<file path="config.mk">
export PLATFORM = sky130hd
export DESIGN_NAME = neuron_config_loader_flat
export DESIGN_NICKNAME = d
export VERILOG_FILES = /design/src/rtl/neuron_config_loader_if.sv /design/src/rtl/neuron_config_loader.sv /design/src/flat_wrapper.sv
export SDC_FILE = /design/constraint.sdc
export NUM_CORES = 1
export LEC_CHECK = 0
export CORE_ASPECT_RATIO = 0.5
export CORE_UTILIZATION = 50
export CTS_CLUSTER_DIAMETER = 50
export CTS_CLUSTER_SIZE = 20
export DETAILED_ROUTE_END_ITERATION = 8
export GPL_TIMING_DRIVEN = 0
export PLACE_DENSITY_LB_ADDON = 0.25
export SYNTH_ARGS = -nofsm -noshare
export SYNTH_HDL_FRONTEND = slang
export SYNTH_SLANG_ARGS = --single-unit
export TNS_END_PERCENT = 5
</file>
<file path="constraint.sdc">
create_clock -name clk -period 3 [get_ports clk]
set_input_delay 0.45 -clock clk [delete_from_list [all_inputs] [get_ports clk]]
set_output_delay 0.45 -clock clk [all_outputs]
set_load 0.005 [all_outputs]
</file>
<file path="src/rtl/neuron_config_loader_if.sv">
// ----------------------------------------------------------------------------
// neuron_config_loader_if
//   Host-to-loader word stream.
//   Handshake: a word moves on a rising clock edge exactly when in_valid and
//   in_ready are both 1. While in_valid is 1 the master holds in_data stable.
//   in_ready may change at any time and does not depend on in_valid.
//   Signals:
//     in_data   [W-1:0]  stream word (header, weight or bias)
//     in_valid           master has a word on in_data
//     in_ready           slave will take the word at the next edge
//   Modports:
//     master  host side (drives data/valid)
//     slave   loader side (drives ready)
// ----------------------------------------------------------------------------
interface neuron_config_loader_if #(
    parameter int W = 32
);
    logic [W-1:0] in_data;
    logic         in_valid;
    logic         in_ready;

    modport master (output in_data, output in_valid, input in_ready);
    modport slave  (input in_data, input in_valid, output in_ready);
endinterface

</file>
<file path="src/rtl/neuron_config_loader.sv">
// ----------------------------------------------------------------------------
// neuron_config_loader
//   Writer side of the neuron weight/bias load port. Parses a host word stream
//   of packets (header, N weights, one bias) and broadcasts each weight/bias
//   as a registered one-cycle strobe, tagged with the target layer/neuron.
//   Ports:
//     clk, rst_n         clock (rising edge), asynchronous active-low reset
//     s_if               host stream (slave modport: in_data/in_valid/in_ready)
//     weightValue/Valid  weight word and its one-cycle strobe
//     biasValue/Valid    bias word and its one-cycle strobe
//     config_layer_num   target layer, zero-extended header field
//     config_neuron_num  target neuron, zero-extended header field
//     cfg_done           one-cycle pulse once a neuron's bias has been issued
//     cfg_err            sticky flag for an illegal weight count
//     dbg_state_o        current FSM state, for observation only
// ----------------------------------------------------------------------------
module neuron_config_loader #(
    parameter int dataWidth = 16,
    parameter int maxWeight = 784,
    parameter int cntWidth  = 16
) (
    input  logic                     clk,
    input  logic                     rst_n,
    neuron_config_loader_if.slave    s_if,
    output logic [2*dataWidth-1:0]   weightValue,
    output logic                     weightValid,
    output logic [2*dataWidth-1:0]   biasValue,
    output logic                     biasValid,
    output logic [2*dataWidth-1:0]   config_layer_num,
    output logic [2*dataWidth-1:0]   config_neuron_num,
    output logic                     cfg_done,
    output logic                     cfg_err,
    output logic [2:0]               dbg_state_o
);
    localparam int W = 2 * dataWidth;

    // One extra counter bit so an illegal count N can be drained as N+1
    // words (weights plus bias) without wrapping.
    localparam logic [cntWidth:0] MAX_CNT = (cntWidth+1)'(maxWeight);
    localparam logic [cntWidth:0] CNT_ONE = (cntWidth+1)'(1);

    typedef enum logic [2:0] {
        S_HDR   = 3'd0,
        S_WGT   = 3'd1,
        S_BIAS  = 3'd2,
        S_DRAIN = 3'd3,
        S_DONE  = 3'd4
    } state_t;

    state_t            state_q, state_d;
    logic [cntWidth:0] cnt_q, cnt_d;
    logic [W-1:0]      wval_q, wval_d;
    logic              wstb_q, wstb_d;
    logic [W-1:0]      bval_q, bval_d;
    logic              bstb_q, bstb_d;
    logic [W-1:0]      layer_q, layer_d;
    logic [W-1:0]      neuron_q, neuron_d;
    logic              err_q, err_d;

    logic              xfer;
    logic [cntWidth:0] hdr_cnt;

    assign s_if.in_ready = (state_q != S_DONE);
    assign xfer          = s_if.in_valid && s_if.in_ready;
    assign hdr_cnt       = {1'b0, s_if.in_data[cntWidth-1:0]};

    always_comb begin
        state_d  = state_q;
        cnt_d    = cnt_q;
        wval_d   = wval_q;
        wstb_d   = 1'b0;
        bval_d   = bval_q;
        bstb_d   = 1'b0;
        layer_d  = layer_q;
        neuron_d = neuron_q;
        err_d    = err_q;

        case (state_q)
            S_HDR: begin
                if (xfer) begin
                    layer_d  = W'(s_if.in_data[W-1 -: 8]);
                    neuron_d = W'(s_if.in_data[W-9 -: 8]);
                    if (hdr_cnt == '0) begin
                        cnt_d   = '0;
                        state_d = S_BIAS;
                    end else if (hdr_cnt > MAX_CNT) begin
                        err_d   = 1'b1;
                        cnt_d   = hdr_cnt + CNT_ONE;
                        state_d = S_DRAIN;
                    end else begin
                        cnt_d   = hdr_cnt;
                        state_d = S_WGT;
                    end
                end
            end
            S_WGT: begin
                if (xfer) begin
                    wval_d = s_if.in_data;
                    wstb_d = 1'b1;
                    cnt_d  = cnt_q - CNT_ONE;
                    if (cnt_q == CNT_ONE) begin
                        state_d = S_BIAS;
                    end
                end
            end
            S_BIAS: begin
                if (xfer) begin
                    bval_d  = s_if.in_data;
                    bstb_d  = 1'b1;
                    state_d = S_DONE;
                end
            end
            S_DRAIN: begin
                // Swallow the rest of an illegal packet so the stream
                // realigns on the next header.
                if (xfer) begin
                    cnt_d = cnt_q - CNT_ONE;
                    if (cnt_q == CNT_ONE) begin
                        state_d = S_HDR;
                    end
                end
            end
            S_DONE: begin
                state_d = S_HDR;
            end
            default: begin
                state_d = S_HDR;
            end
        endcase
    end

    always_ff @(posedge clk or negedge rst_n) begin
        if (!rst_n) begin
            state_q  <= S_HDR;
            cnt_q    <= '0;
            wval_q   <= '0;
            wstb_q   <= 1'b0;
            bval_q   <= '0;
            bstb_q   <= 1'b0;
            layer_q  <= '0;
            neuron_q <= '0;
            err_q    <= 1'b0;
        end else begin
            state_q  <= state_d;
            cnt_q    <= cnt_d;
            wval_q   <= wval_d;
            wstb_q   <= wstb_d;
            bval_q   <= bval_d;
            bstb_q   <= bstb_d;
            layer_q  <= layer_d;
            neuron_q <= neuron_d;
            err_q    <= err_d;
        end
    end

    assign weightValue       = wval_q;
    assign weightValid       = wstb_q;
    assign biasValue         = bval_q;
    assign biasValid         = bstb_q;
    assign config_layer_num  = layer_q;
    assign config_neuron_num = neuron_q;
    // DONE is entered on the edge that registers the bias strobe, so the
    // pulse coincides with biasValid and with in_ready low.
    assign cfg_done          = (state_q == S_DONE);
    assign cfg_err           = err_q;
    assign dbg_state_o       = state_q;
endmodule

</file>
<file path="src/flat_wrapper.sv">
// flat-port wrapper written by rule: the top's interface ports become plain ports
module neuron_config_loader_flat 
#(
    parameter int dataWidth = 16,
    parameter int maxWeight = 784,
    parameter int cntWidth  = 16
)
  (clk, rst_n, weightValue, weightValid, biasValue, biasValid, config_layer_num, config_neuron_num, cfg_done, cfg_err, dbg_state_o, s_if_in_data, s_if_in_valid, s_if_in_ready);
  neuron_config_loader_if #(.W((32))) s_if_i ();
  input  logic clk;
  input  logic rst_n;
  output logic [2*dataWidth-1:0] weightValue;
  output logic weightValid;
  output logic [2*dataWidth-1:0] biasValue;
  output logic biasValid;
  output logic [2*dataWidth-1:0] config_layer_num;
  output logic [2*dataWidth-1:0] config_neuron_num;
  output logic cfg_done;
  output logic cfg_err;
  output logic [2:0] dbg_state_o;
  input wire logic [$bits(s_if_i.in_data)-1:0] s_if_in_data;
  input wire logic [$bits(s_if_i.in_valid)-1:0] s_if_in_valid;
  output wire logic [$bits(s_if_i.in_ready)-1:0] s_if_in_ready;
  assign s_if_i.in_data = s_if_in_data;
  assign s_if_i.in_valid = s_if_in_valid;
  assign s_if_in_ready = s_if_i.in_ready;
  neuron_config_loader #(.dataWidth(dataWidth), .maxWeight(maxWeight), .cntWidth(cntWidth)) u_core (.clk(clk), .rst_n(rst_n), .s_if(s_if_i), .weightValue(weightValue), .weightValid(weightValid), .biasValue(biasValue), .biasValid(biasValid), .config_layer_num(config_layer_num), .config_neuron_num(config_neuron_num), .cfg_done(cfg_done), .cfg_err(cfg_err), .dbg_state_o(dbg_state_o));
endmodule
</file>
==> run summary <==
==================================================================================
Layout cell share with drive strength beyond 1 ......................        0.242
Post-Syn Instances ..................................................          459
Boundary pin count ..................................................          171
Total routing resource utilization after global routing .............        0.241
Leading cell types in the layout, fill and taps excluded ............ 116 x sky130_fd_sc_hd__clkdlybuf4s50_1, 103 x sky130_fd_sc_hd__dfrtp_1, 65 x sky130_fd_sc_hd__nand2_1
Remaining global-route overflow .....................................            0
Multiplexer fraction of the synthesized cell area ...................        0.141
Main combinational cell family by area after synthesis .............. multiplexers
Fraction of the mapped netlist area in simple logic gates ...........        0.135
Most used DFF post-synth ............................................ sky130_fd_sc_hd__dfrtp_1
Final critical path time including I/O delays and setup .............      2.57 ns
Netlist Area Pre-Place ..............................................   5090 sq um
Number of antenna violations at the first check in global routing ...            0
Cells resized by post-CTS repair ....................................            0
Detailed placer's ending HPWL ....................................... 8760 microns
CTS clk-pin slew, worst paths .......................................      0.07 ns
Number of cell instances on the worst register-to-register path .....            6
Wire length after detailed routing .................................. 12,000 microns
Post-synthesis register bit count ...................................          103
Final hold violation count ..........................................            0
Cell total after placement ..........................................          759
Initial cell density of the core ....................................        0.527
Critical path data required time ....................................      3.21 ns
Hold buffers post-CTS ...............................................            0
Portion of the post-synthesis area used by sequential elements ......        0.506
Routability congestion estimate from global placement ...............        0.906
Remaining number of nets flagged by the antenna check after routing .            0
1st-iter DRT viols ..................................................          263
Power density over the cells ........................................  938 nW/um^2
Worst reg2reg endpoint .............................................. u_core.weightValue[25]$_DFFE_PN0P_
Arrival time reported for the critical path endpoint ................      2.78 ns
Post-synthesis area per instance ....................................   11.1 sq um
Yosys warnings ......................................................            0
Number of buffers inserted by post-CTS setup repair .................            0
Endpoint type of the worst setup path ...............................    flip-flop
Area inside the core boundary .......................................   9670 sq um
Xor/xnor cell area share of the yosys netlist .......................       0.0258
Max-Slew Margin vs Limit ............................................        0.459
Max cap viols .......................................................            0
Y dimension of the die .............................................. 73.4 microns
Wire length of the first global-routing pass ........................ 19,200 microns
H-tree depth reported by CTS ........................................            3
Buffer levels on the longest clock path .............................            2
Routed WL per cell .................................................. 15.5 microns
Number of sinks driven by the clock tree ............................          103
Startpoint class of the critical path ...............................    input pin
Maximum number of pins on one net before global-route repair ........           61
Final worst path period share .......................................        0.858
Critical Path Fanout Max ............................................            8
Highest achievable clock rate .......................................      389 MHz
Synth Area in Adders ................................................      0.00983
Worst setup skew after layout .......................................   0.00570 ns
Post-layout nets ....................................................          674
Total number of vias ................................................        3,967
Complex-gate fraction of the synthesized area .......................       0.0833
Number of slew-limit violations in the final report .................            0
Number of setup violations in the final report ......................            0
End-of-flow core utilization ........................................        0.717
Async set-or-reset flop fraction in the synthesized netlist .........         1.00
Static leakage ......................................................      3.07 nW
TritonCTS clock tree ................................................        built
DR DRC count ........................................................            0
Setup repair after global routing missed its margin .................           no
Die span in x .......................................................  145 microns
Die Area ............................................................ 10,600 sq um
Number of diodes added for antenna fixing ...........................            0
Mean number of vias per cell ........................................         5.12
Actual transition at the worst max-transition pin ...................     0.807 ns
Number of distinct library cells after synthesis ....................           56
Clock insertion delay at the later pin of the skew report ...........      0.34 ns
Worst min-delay path category .......................................  in -> async
Fill cell total of the finished layout ..............................          690
Number of global-route vias before repair ...........................        3,657
Run status .......................................................... finished clean
Category of the critical setup timing path ..........................    in -> reg
Setup slack of the worst register-to-register path ..................      0.79 ns
Max rail drop VDD ...................................................       625 uV
Cell at the root of the clock tree .................................. sky130_fd_sc_hd__clkbuf_16
Site Rows ...........................................................           25
Most common library cell in the layout ignoring fill and taps ....... sky130_fd_sc_hd__clkdlybuf4s50_1
Layout area overhead ................................................        36.1%
First-pass detailed-route iteration total ...........................            4
Number of synthesized flops with an enable pin ......................            0
Number of CTS-inserted buffers ......................................            9
Layout Cells excl Fill ..............................................          775
Number of buffer cells added on primary ports .......................          117
R2R Path Start ...................................................... u_core.dbg_state_o[0]$_DFFE_PN0P_
==================================================================================
[per-stage QoR]
step | TNS [ns] | power (W) | area [sq um] | hold WS [ns] | worst slack, ns
final | 0 | 0.00650 | 6930 | 0.0984 | 0.426
after global placement | -249.38 | 0.00525 | 6610 | 0.457 | -2.43
after global routing | 0 | 0.00691 | 6930 | 0.151 | 0.312
after floorplan | 0 | 0.00377 | 5270 | 0.154 | 1.18
after detailed placement | 0 | 0.00534 | 6640 | 0.462 | 0.100
after CTS | 0 | 0.00654 | 6930 | 0.122 | 0.430
[worst max-delay path, stage by stage]
cell                              delay (ns)
sky130_fd_sc_hd__clkdlybuf4s50_1        0.69
sky130_fd_sc_hd__inv_1                  0.15
sky130_fd_sc_hd__ha_1                   0.21
sky130_fd_sc_hd__nor3b_1                0.17
sky130_fd_sc_hd__o31ai_2                0.57
sky130_fd_sc_hd__o2111ai_1              0.21
sky130_fd_sc_hd__xor2_1                 0.19
sky130_fd_sc_hd__o221ai_1               0.14
[flip-flops by register name (all words and copies together) (netlist names)]
signal / cells
u_core.weightValue: 32
u_core.dbg_state_o: 3
u_core.biasValue: 32
u_core.cfg_err: 1
u_core.cnt_q: 17
u_core.config_neuron_num: 8
u_core.biasValid: 1
u_core.config_layer_num: 8
u_core.weightValid: 1
[routing by layer]
layer | track usage | up-vias | routed length (microns)
li1 | - | 1870 | -
met1 | 0.311 | 1920 | 5060
met2 | 0.388 | 169 | 5700
met3 | 0.0939 | 8 | 1120
met4 | 0.0444 | 0 | 91
met5 | 0 | - | 0
[power breakdown]
part / switching, W / internal [W]
Combinational: 0.00109 / 0.00176
Clock: 0.000527 / 0.000658
Sequential: 0.000423 / 0.00205
Total: 0.00204 / 0.00447
[synthesized netlist by cell type (4+ instances only)]
| library cell | instances | share of area |
|---|---|---|
| sky130_fd_sc_hd__a21oi_1 | 9 | 0.0088 |
| sky130_fd_sc_hd__buf_4 | 51 | 0.075 |
| sky130_fd_sc_hd__clkbuf_1 | 10 | 0.0074 |
| sky130_fd_sc_hd__dfrtp_1 | 103 | 0.51 |
| sky130_fd_sc_hd__ha_1 | 4 | 0.0098 |
| sky130_fd_sc_hd__inv_1 | 7 | 0.0052 |
| sky130_fd_sc_hd__mux2_2 | 64 | 0.14 |
| sky130_fd_sc_hd__nand2_1 | 65 | 0.048 |
| sky130_fd_sc_hd__nand3_1 | 6 | 0.0059 |
| sky130_fd_sc_hd__nand4_1 | 5 | 0.0061 |
| sky130_fd_sc_hd__nor2_1 | 16 | 0.012 |
| sky130_fd_sc_hd__nor3_1 | 7 | 0.0069 |
| sky130_fd_sc_hd__o211ai_1 | 5 | 0.0074 |
| sky130_fd_sc_hd__o21ai_0 | 21 | 0.021 |
| sky130_fd_sc_hd__o221ai_1 | 6 | 0.010 |
| sky130_fd_sc_hd__xor2_1 | 12 | 0.021 |
[how the worst max path moves through the flow]
stage                          from                           to  cells past startpoint
global route        s_if_in_data[0]  u_core.cnt_q[9]$_DFFE_PN0P_                      8
global placement              rst_n  u_core.cnt_q[5]$_DFFE_PN0P_                      1
CTS                 s_if_in_data[0]  u_core.cnt_q[6]$_DFFE_PN0P_                      8
detailed placement  s_if_in_data[0]  u_core.cnt_q[5]$_DFFE_PN0P_                      8
floorplan           s_if_in_data[0]  u_core.cnt_q[7]$_DFFE_PN0P_                      7
finish              s_if_in_data[0]  u_core.cnt_q[6]$_DFFE_PN0P_                      8
[final cells by class]
| cell class | count | area, sq um | area share |
|---|---|---|---|
| Sequential cell | 103 | 2580 | 0.372 |
| Clock inverter | 5 | 66.3 | 0.00956 |
| Buffer | 68 | 473 | 0.0682 |
| Timing Repair Buffer | 118 | 1200 | 0.173 |
| Tap cell | 135 | 169 | 0.0244 |
| Inverter | 7 | 26.3 | 0.00379 |
| Multi-Input combinational cell | 328 | 2190 | 0.316 |
| Clock buffer | 11 | 233 | 0.0336 |
[kinds of logic after synthesis]
group           Yosys count
simple gates            133
xor+xnor                 15
fa+ha+maj                 4
flops                   103
compound gates           64
other cells               1
buf+inv                  75
mux                      64
(Power assumes the default switching activity.)
